## src/rtl/mul_add_seq_if.sv

```systemverilog
// rtl/mul_add_seq_if.sv - request/result bundle for the multiply-add sequencer
interface mul_add_seq_if;
  logic       start;
  logic [3:0] q;
  logic [3:0] b;
  logic [3:0] r;
  logic       busy;
  logic       done;
  logic [7:0] a;
  logic       err;

  modport master (
    output start,
    output q,
    output b,
    output r,
    input  busy,
    input  done,
    input  a,
    input  err
  );

  modport slave (
    input  start,
    input  q,
    input  b,
    input  r,
    output busy,
    output done,
    output a,
    output err
  );
endinterface

```

## src/rtl/mul_add_seq.sv

```systemverilog
// rtl/mul_add_seq.sv - sequential dividend rebuild a = q*b + r, optional REM_CHECK_EN remainder check
module mul_add_seq (
  input logic          clk,
  input logic          rst_n,
  mul_add_seq_if.slave bus
);

  typedef enum logic [1:0] {
    IDLE = 2'd0,
    RUN  = 2'd1,
    DONE = 2'd2
  } state_t;

  state_t     state;
  state_t     state_nxt;

  logic [3:0] q_lat;
  logic [3:0] b_lat;
  logic [3:0] r_lat;
  logic [7:0] acc;
  logic [1:0] step;
  logic [7:0] a_reg;
  logic       done_reg;

  logic       accept;
  logic       last_step;
  logic [7:0] addend;
  logic [7:0] acc_sum;

  // State register; reset aborts any operation in flight.
  always_ff @(posedge clk) begin
    if (!rst_n) begin
      state <= IDLE;
    end else begin
      state <= state_nxt;
    end
  end

  // Next-state decode plus the shift-and-add partial product for the current step.
  always_comb begin
    state_nxt = state;
    accept    = 1'b0;
    last_step = 1'b0;
    addend    = 8'h00;
    case (state)
      IDLE: begin
        if (bus.start) begin
          accept    = 1'b1;
          state_nxt = RUN;
        end
      end
      RUN: begin
        if (q_lat[step]) begin
          addend = {4'b0000, b_lat} << step;
        end
        if (step == 2'd3) begin
          last_step = 1'b1;
          state_nxt = DONE;
        end
      end
      DONE: begin
        state_nxt = IDLE;
      end
      default: begin
        state_nxt = IDLE;
      end
    endcase
    acc_sum = acc + addend;
  end

  // Operand capture, accumulation one quotient bit per cycle, and result publish.
  always_ff @(posedge clk) begin
    if (!rst_n) begin
      q_lat    <= 4'h0;
      b_lat    <= 4'h0;
      r_lat    <= 4'h0;
      acc      <= 8'h00;
      step     <= 2'd0;
      a_reg    <= 8'h00;
      done_reg <= 1'b0;
    end else begin
      done_reg <= last_step;
      if (accept) begin
        q_lat <= bus.q;
        b_lat <= bus.b;
        r_lat <= bus.r;
        acc   <= {4'b0000, bus.r};
        step  <= 2'd0;
      end else if (state == RUN) begin
        acc  <= acc_sum;
        step <= step + 2'd1;
        if (last_step) begin
          a_reg <= acc_sum;
        end
      end
    end
  end

`ifdef REM_CHECK_EN
  logic err_reg;

  // Flag an inconsistent remainder (r >= b, which covers b == 0) alongside done.
  always_ff @(posedge clk) begin
    if (!rst_n) begin
      err_reg <= 1'b0;
    end else if (last_step) begin
      err_reg <= (r_lat >= b_lat);
    end
  end

  assign bus.err = err_reg;
`else
  logic unused_r;
  assign unused_r = ^r_lat;
  assign bus.err  = 1'b0;
`endif

  assign bus.busy = (state != IDLE);
  assign bus.done = done_reg;
  assign bus.a    = a_reg;

endmodule

```

## src/flat_wrapper.sv

```systemverilog
// flat-port wrapper written by rule: the top's interface ports become plain ports
module mul_add_seq_flat 
  (clk, rst_n, bus_start, bus_q, bus_b, bus_r, bus_busy, bus_done, bus_a, bus_err);
  mul_add_seq_if bus_i ();
  input logic clk;
  input logic rst_n;
  input wire logic [$bits(bus_i.start)-1:0] bus_start;
  input wire logic [$bits(bus_i.q)-1:0] bus_q;
  input wire logic [$bits(bus_i.b)-1:0] bus_b;
  input wire logic [$bits(bus_i.r)-1:0] bus_r;
  output wire logic [$bits(bus_i.busy)-1:0] bus_busy;
  output wire logic [$bits(bus_i.done)-1:0] bus_done;
  output wire logic [$bits(bus_i.a)-1:0] bus_a;
  output wire logic [$bits(bus_i.err)-1:0] bus_err;
  assign bus_i.start = bus_start;
  assign bus_i.q = bus_q;
  assign bus_i.b = bus_b;
  assign bus_i.r = bus_r;
  assign bus_busy = bus_i.busy;
  assign bus_done = bus_i.done;
  assign bus_a = bus_i.a;
  assign bus_err = bus_i.err;
  mul_add_seq u_core (.clk(clk), .rst_n(rst_n), .bus(bus_i));
endmodule
```

## config.mk

```make
export PLATFORM = sky130hd
export DESIGN_NAME = mul_add_seq_flat
export DESIGN_NICKNAME = d
export VERILOG_FILES = /design/src/rtl/mul_add_seq_if.sv /design/src/rtl/mul_add_seq.sv /design/src/flat_wrapper.sv
export SDC_FILE = /design/constraint.sdc
export NUM_CORES = 1
export LEC_CHECK = 0
export BUFFER_PORTS_ARGS = -buffer_cell sky130_fd_sc_hd__buf_2
export CAP_MARGIN = 40
export CORE_ASPECT_RATIO = 0.5
export CORE_MARGIN = 5
export CORE_UTILIZATION = 60
export CTS_CLUSTER_DIAMETER = 120
export DETAILED_ROUTE_END_ITERATION = 10
export PLACE_DENSITY = 0.84
export SKIP_LAST_GASP = 1
export SLEW_MARGIN = 10
export SYNTH_ARGS = -nofsm -noshare
export SYNTH_HDL_FRONTEND = slang
export SYNTH_SLANG_ARGS = --single-unit
```

## constraint.sdc

```tcl
create_clock -name clk -period 6.95 [get_ports clk]
set_clock_uncertainty 0.05 [all_clocks]
set_input_delay 1.39 -clock clk [delete_from_list [all_inputs] [get_ports clk]]
set_output_delay 1.39 -clock clk [all_outputs]
set_load 0.01 [all_outputs]
```

# Word-level counts from Yosys, hierarchy flattened
# Index checks and enable logic that the tools add are counted.
# Widths: inputs -> output; s select.
[op_classes] magnitude_cmp=1 add_sub_neg=2 mux=13 bitwise_logic=2 shifts=1 eq_ne=4 n_reduce_logical=6
[op_table] operator="$mux 8" count=2
[op_table] operator="$add 8x8->8" count=1
[op_table] operator="$mux 4" count=2
[op_table] operator="$shl 4x2->8" count=1
[op_table] operator="$mux 1" count=5
[op_table] operator="$mux 2" count=2
[op_table] operator="$pmux 2 s2" count=1
[op_table] operator="$reduce_bool 2->1" count=2
[op_table] operator="$lt 2x3->1 const B" count=1
[op_table] operator="$reduce_and 3->1" count=1
[op_table] operator="$add 2x1->2 const B" count=1
[op_table] operator="$bmux 1 s2" count=1
[op_table] operator="$eq 2x1->1 const B" count=1
[op_table] operator="$eq 2x2->1 const B" count=1
[op_table] operator="$logic_not 2->1" count=1
[op_table] operator="$ne 2x1->1 const B" count=1
[op_table] operator="$ne 2x2->1 const B" count=1
[op_table] operator="$not 1->1" count=2
[op_table] operator="$reduce_and 2->1" count=1
[op_table] operator="$reduce_or 2->1" count=1
[word_totals] ff_bits=29 output_inout_bits=11 in_bits=15

# Logic depth before layout (Yosys ltp)
[logic_depth] word_depth=7 mapped_depth=11 ltp_nobuf=10

# Worst setup path after synthesis
# Ideal clock, no wire load.
[synth_timing] path_type="register -> register" from="reg u_core.step[0]" to="reg u_core.acc[6]" arrival_time_ps=2229 synth_period_minus_slack_ps=2401 path_stages_with_launch=10 t_required_ps=6778 path_buffers=0 slack_ps=4549 setup_ps=122 path_cell_list="dfxtp_1 > mux2_2 > and3_1 > nor2_1 > nor2_1 > ha_1 > and2b_1 > o311a_1 > a211oi_2 > o31ai_1"
[synth_via] elab_chain_cells=5 elab_cells_between_ends=6 cone_classes="add/sub (1); shift (1); mux (4)"
[synth_lines] element="start: declaration" line_no="mul_add_seq.sv:21" rtl="logic [1:0] step;"
[synth_lines] element="start signal: assignment" line_no="mul_add_seq.sv:91" rtl="step <= step + 2'd1;"
[synth_lines] element="$bmux 1 s2" line_no="mul_add_seq.sv:53" rtl="if (q_lat[step]) begin"
[synth_lines] element="$mux 1 (not written as such)" line_no="mul_add_seq.sv:53"
[synth_lines] element="$mux 8 *" line_no="mul_add_seq.sv:53"
[synth_lines] element="$mux 8 *" line_no="mul_add_seq.sv:45" rtl="case (state)"
[synth_lines] element="$add 8x8->8 *" line_no="mul_add_seq.sv:68" rtl="acc_sum = acc + addend;"
[synth_lines] element="end signal: assignment" line_no="mul_add_seq.sv:87" rtl="acc <= {4'b0000, bus.r};"
[synth_lines] element="end signal: assignment" line_no="mul_add_seq.sv:90" rtl="acc <= acc_sum;"
[synth_lines] element="end: declaration" line_no="mul_add_seq.sv:20" rtl="logic [7:0] acc;"
# Mark *: on every way between the ends. The rest lies on a longest branch, timed or not. The select of a mux whose other input is x is not followed.
# A chain may end at the register's enable or synchronous reset.

# Worst setup path after layout
[layout_timing] from="reg u_core.step[0]" to="reg u_core.a_reg[6], in the netlist u_core.bus.a[6]"
[layout_via] elab_chain_cells=5 elab_cells_between_ends=10 cone_classes="add/sub (1); eq/ne (1); shift (1); mux (6); reduce/logical (1)"
[layout_lines] element="$bmux 1 s2" line_no="mul_add_seq.sv:53"
[layout_lines] element="$mux 1 (not written as such)" line_no="mul_add_seq.sv:53"
[layout_lines] element="$mux 8" line_no="mul_add_seq.sv:53"
[layout_lines] element="$mux 8" line_no="mul_add_seq.sv:45"
[layout_lines] element="$add 8x8->8" line_no="mul_add_seq.sv:68"
[layout_lines] element="end signal: assignment" line_no="mul_add_seq.sv:93" rtl="a_reg <= acc_sum;"
[layout_lines] element="end: declaration" line_no="mul_add_seq.sv:22" rtl="logic [7:0] a_reg;"
# Parallel ways exist; a longest one is shown, timed or not. The select of a mux whose other input is x is not followed.

==> run metrics <==
setup bufs post-CTS 0; Netlist cell types 51; Finished Cell Area 1850 um^2; post-DR vias/cell 5.80; mapped cell area 1650 um^2; Clk Latency, worst-skew pair 0.29 ns; TritonCTS clock tree yes; syn avg cell area 8.19 um^2; GPL Wtd Cong 0.872; Critical Path AT 2.98 ns; Yosys top cell area share 0.353; final hold vios 0; DRC errors left 0; DR pass1 iterations 5; Worst path max stage delay 0.63 ns; share of the yosys chip area belonging to registers 0.353; initial antenna violation count 0; Crit path required time 7.04 ns; RSZ-0062 raised after global routing false; Final ANT Viol Nets 0; CP max-delay cell dfxtp_1; max frequency 346 MHz; Synth warnings 0; fin cells 258; Least-Margin Pin Slew 0.793 ns; Synth async-reset ratio 0; die width 84.1 um; Seq cells post-synth 29; LEAKAGE 0.800 nW; TNS Setup 0 ns; max-slew violations 0; Max Buffers Root-to-Sink 2; starting density of the core 0.632; dpl ws 4.10 ns; global-route wire length before repair 6430 um; largest cells by area after synthesis dfxtp_1 (35%), nand2_1 (7.3%), ha_1 (6.1%); htree depth 2; Setup violations, final 0; worst setup margin 4.06 ns; IO buf count 24; Max Cap Viol 0; Die Area 3950 um^2; placed cell area 1750 um^2; hold_buf cts 0; Overflow after GRT 0; vias 1497; Tot Pwr 373 uW; period utilisation layout 0.416; cell class contributing the biggest share of worst-path delay simple AND/OR/NAND/NOR gates; I/O pin count 26; Main synth FF type dfxtp_1; clock buffer count from CTS 5; wire per inst 14.9 um; DP HPWL 2800 um; Post-synth EDFFs 0; worst min path class reg -> reg; slew margin rel. 0.469; antenna cell count 0; nets 244; vias in the first global route 1370; Synth Instances 201; row cnt 13; clk sinks 29; DR iter-0 viols 102; largest net degree at the start of global routing 24; status complete, no violations; Die Ht 47.0 um; commonest non-fill, non-tap cell in the layout nand2_1; CORE AREA 2600 um^2; Cells after DPL 250; maximum VDD drop 0.143 mV; syn_nets 225; sequence of cells on the critical path mux2_2 -> and3_1 -> nor2_1 -> nor2_1 -> ha_1 -> and2b_1 -> o311a_1 -> a211oi_2 -> o31ai_1; CP Capture Type flip-flop; DRT Wirelength 3840 um; clock slew at reported path FFs 0.06 ns; CTS Root Cell clkbuf_8; Fill cells 212; buffers plus inverters on the worst setup path 0; Overall Global Routing Usage 0.215; CP Max Fanout 14; Final min period 2.89 ns; Crit Path Class reg -> reg; area delta synth->final 12.6%; Yosys top cell by area dfxtp_1; Most common cell on crit path nor2_1; power per cell area 201 nW/um^2; critical path startpoint category flip-flop; cts repair resizes 0; most frequent cells in the layout nand2_1 (32), dfxtp_1 (29), buf_2 (24); share of cells above drive strength 1 0.217
[power breakdown]
| group | switching, mW | internal, mW | leakage, nW | total [mW] |
|---|---|---|---|---|
| combinational | 0.0234 | 0.0157 | 0.509 | 0.0391 |
| clock | 0.0659 | 0.0893 | 0.0542 | 0.155 |
| sequential | 0.00632 | 0.172 | 0.236 | 0.178 |
| total | 0.0956 | 0.277 | 0.800 | 0.373 |
[cells in the mapped netlist (all sizes together), types with 2 or more instances]
master / count
a211o: 3
a211oi: 4
a21oi: 19
a22oi: 2
and3: 2
buf: 8
clkbuf: 4
dfxtp: 29
ha: 8
inv: 5
mux2: 3
mux2i: 3
nand2: 33
nand3: 11
nand4: 2
nor2: 19
nor2b: 3
nor3: 6
nor3b: 2
o211ai: 4
o21a: 2
o21ai: 3
o31ai: 3
or2: 4
xnor2: 2
[area by class of cell]
cell class / instances / area [um^2] / area share
Sequential cell: 29 / 581 / 0.313
Clock buffer: 7 / 96.3 / 0.0520
Inverter: 5 / 18.8 / 0.0101
Multi-Input combinational cell: 155 / 986 / 0.532
Timing Repair Buffer: 24 / 120 / 0.0648
Clock inverter: 1 / 5.00 / 0.00270
Tap cell: 37 / 46.3 / 0.0250
[layer usage]
metal  vias up  part of all wire  global-route usage
met5         -                 0                   0
met4         0             0.017              0.0801
met3         9             0.093              0.0841
met2        57              0.42               0.342
met1       681              0.47               0.272
li1        750                 -                   -
[worst min-delay path: cells and delay by family (launching register included)]
family / cells / cell delay [ns]
flops: 1 / 0.30
compound gates: 1 / 0.05
simple gates: 1 / 0.05
[final timing paths]
| path | to | startpoint | slack [ns] | cells past startpoint |
|---|---|---|---|---|
| setup reg to reg | u_core.bus.a[6]$_SDFFE_PN0P_ | u_core.step[0]$_SDFFE_PP0N_ | 4.06 | 9 |
| setup / recovery | u_core.bus.a[6]$_SDFFE_PN0P_ | u_core.step[0]$_SDFFE_PP0N_ | 4.06 | 9 |
| hold reg to reg | u_core.bus.a[2]$_SDFFE_PN0P_ | u_core.bus.a[2]$_SDFFE_PN0P_ | 0.40 | 2 |
| hold / removal | u_core.bus.a[2]$_SDFFE_PN0P_ | u_core.bus.a[2]$_SDFFE_PN0P_ | 0.40 | 2 |
[logic make-up (layout without fill, tap and decap cells)]
family | after synthesis | in the layout | synth area share
multiplexers | 6 | 6 | 0.0388
AND/OR/NAND/NOR | 89 | 89 | 0.265
buffers and inverters | 17 | 37 | 0.0479
adder cells (fa/ha/maj) | 9 | 9 | 0.0730
AO/OA/AOI/OAI | 48 | 48 | 0.210
other | 1 | 1 | 0.00228
flip-flops | 29 | 29 | 0.353
XOR/XNOR | 2 | 2 | 0.0106
[stage by stage]
step                hold WS (ns)  utilization
floorplan                  0.383            -
global placement           0.391        0.673
detailed placement         0.393        0.673
CTS                        0.401        0.712
global route               0.418        0.712
finish                     0.400        0.712
No activity file was read; power rests on OpenSTA's default activity.
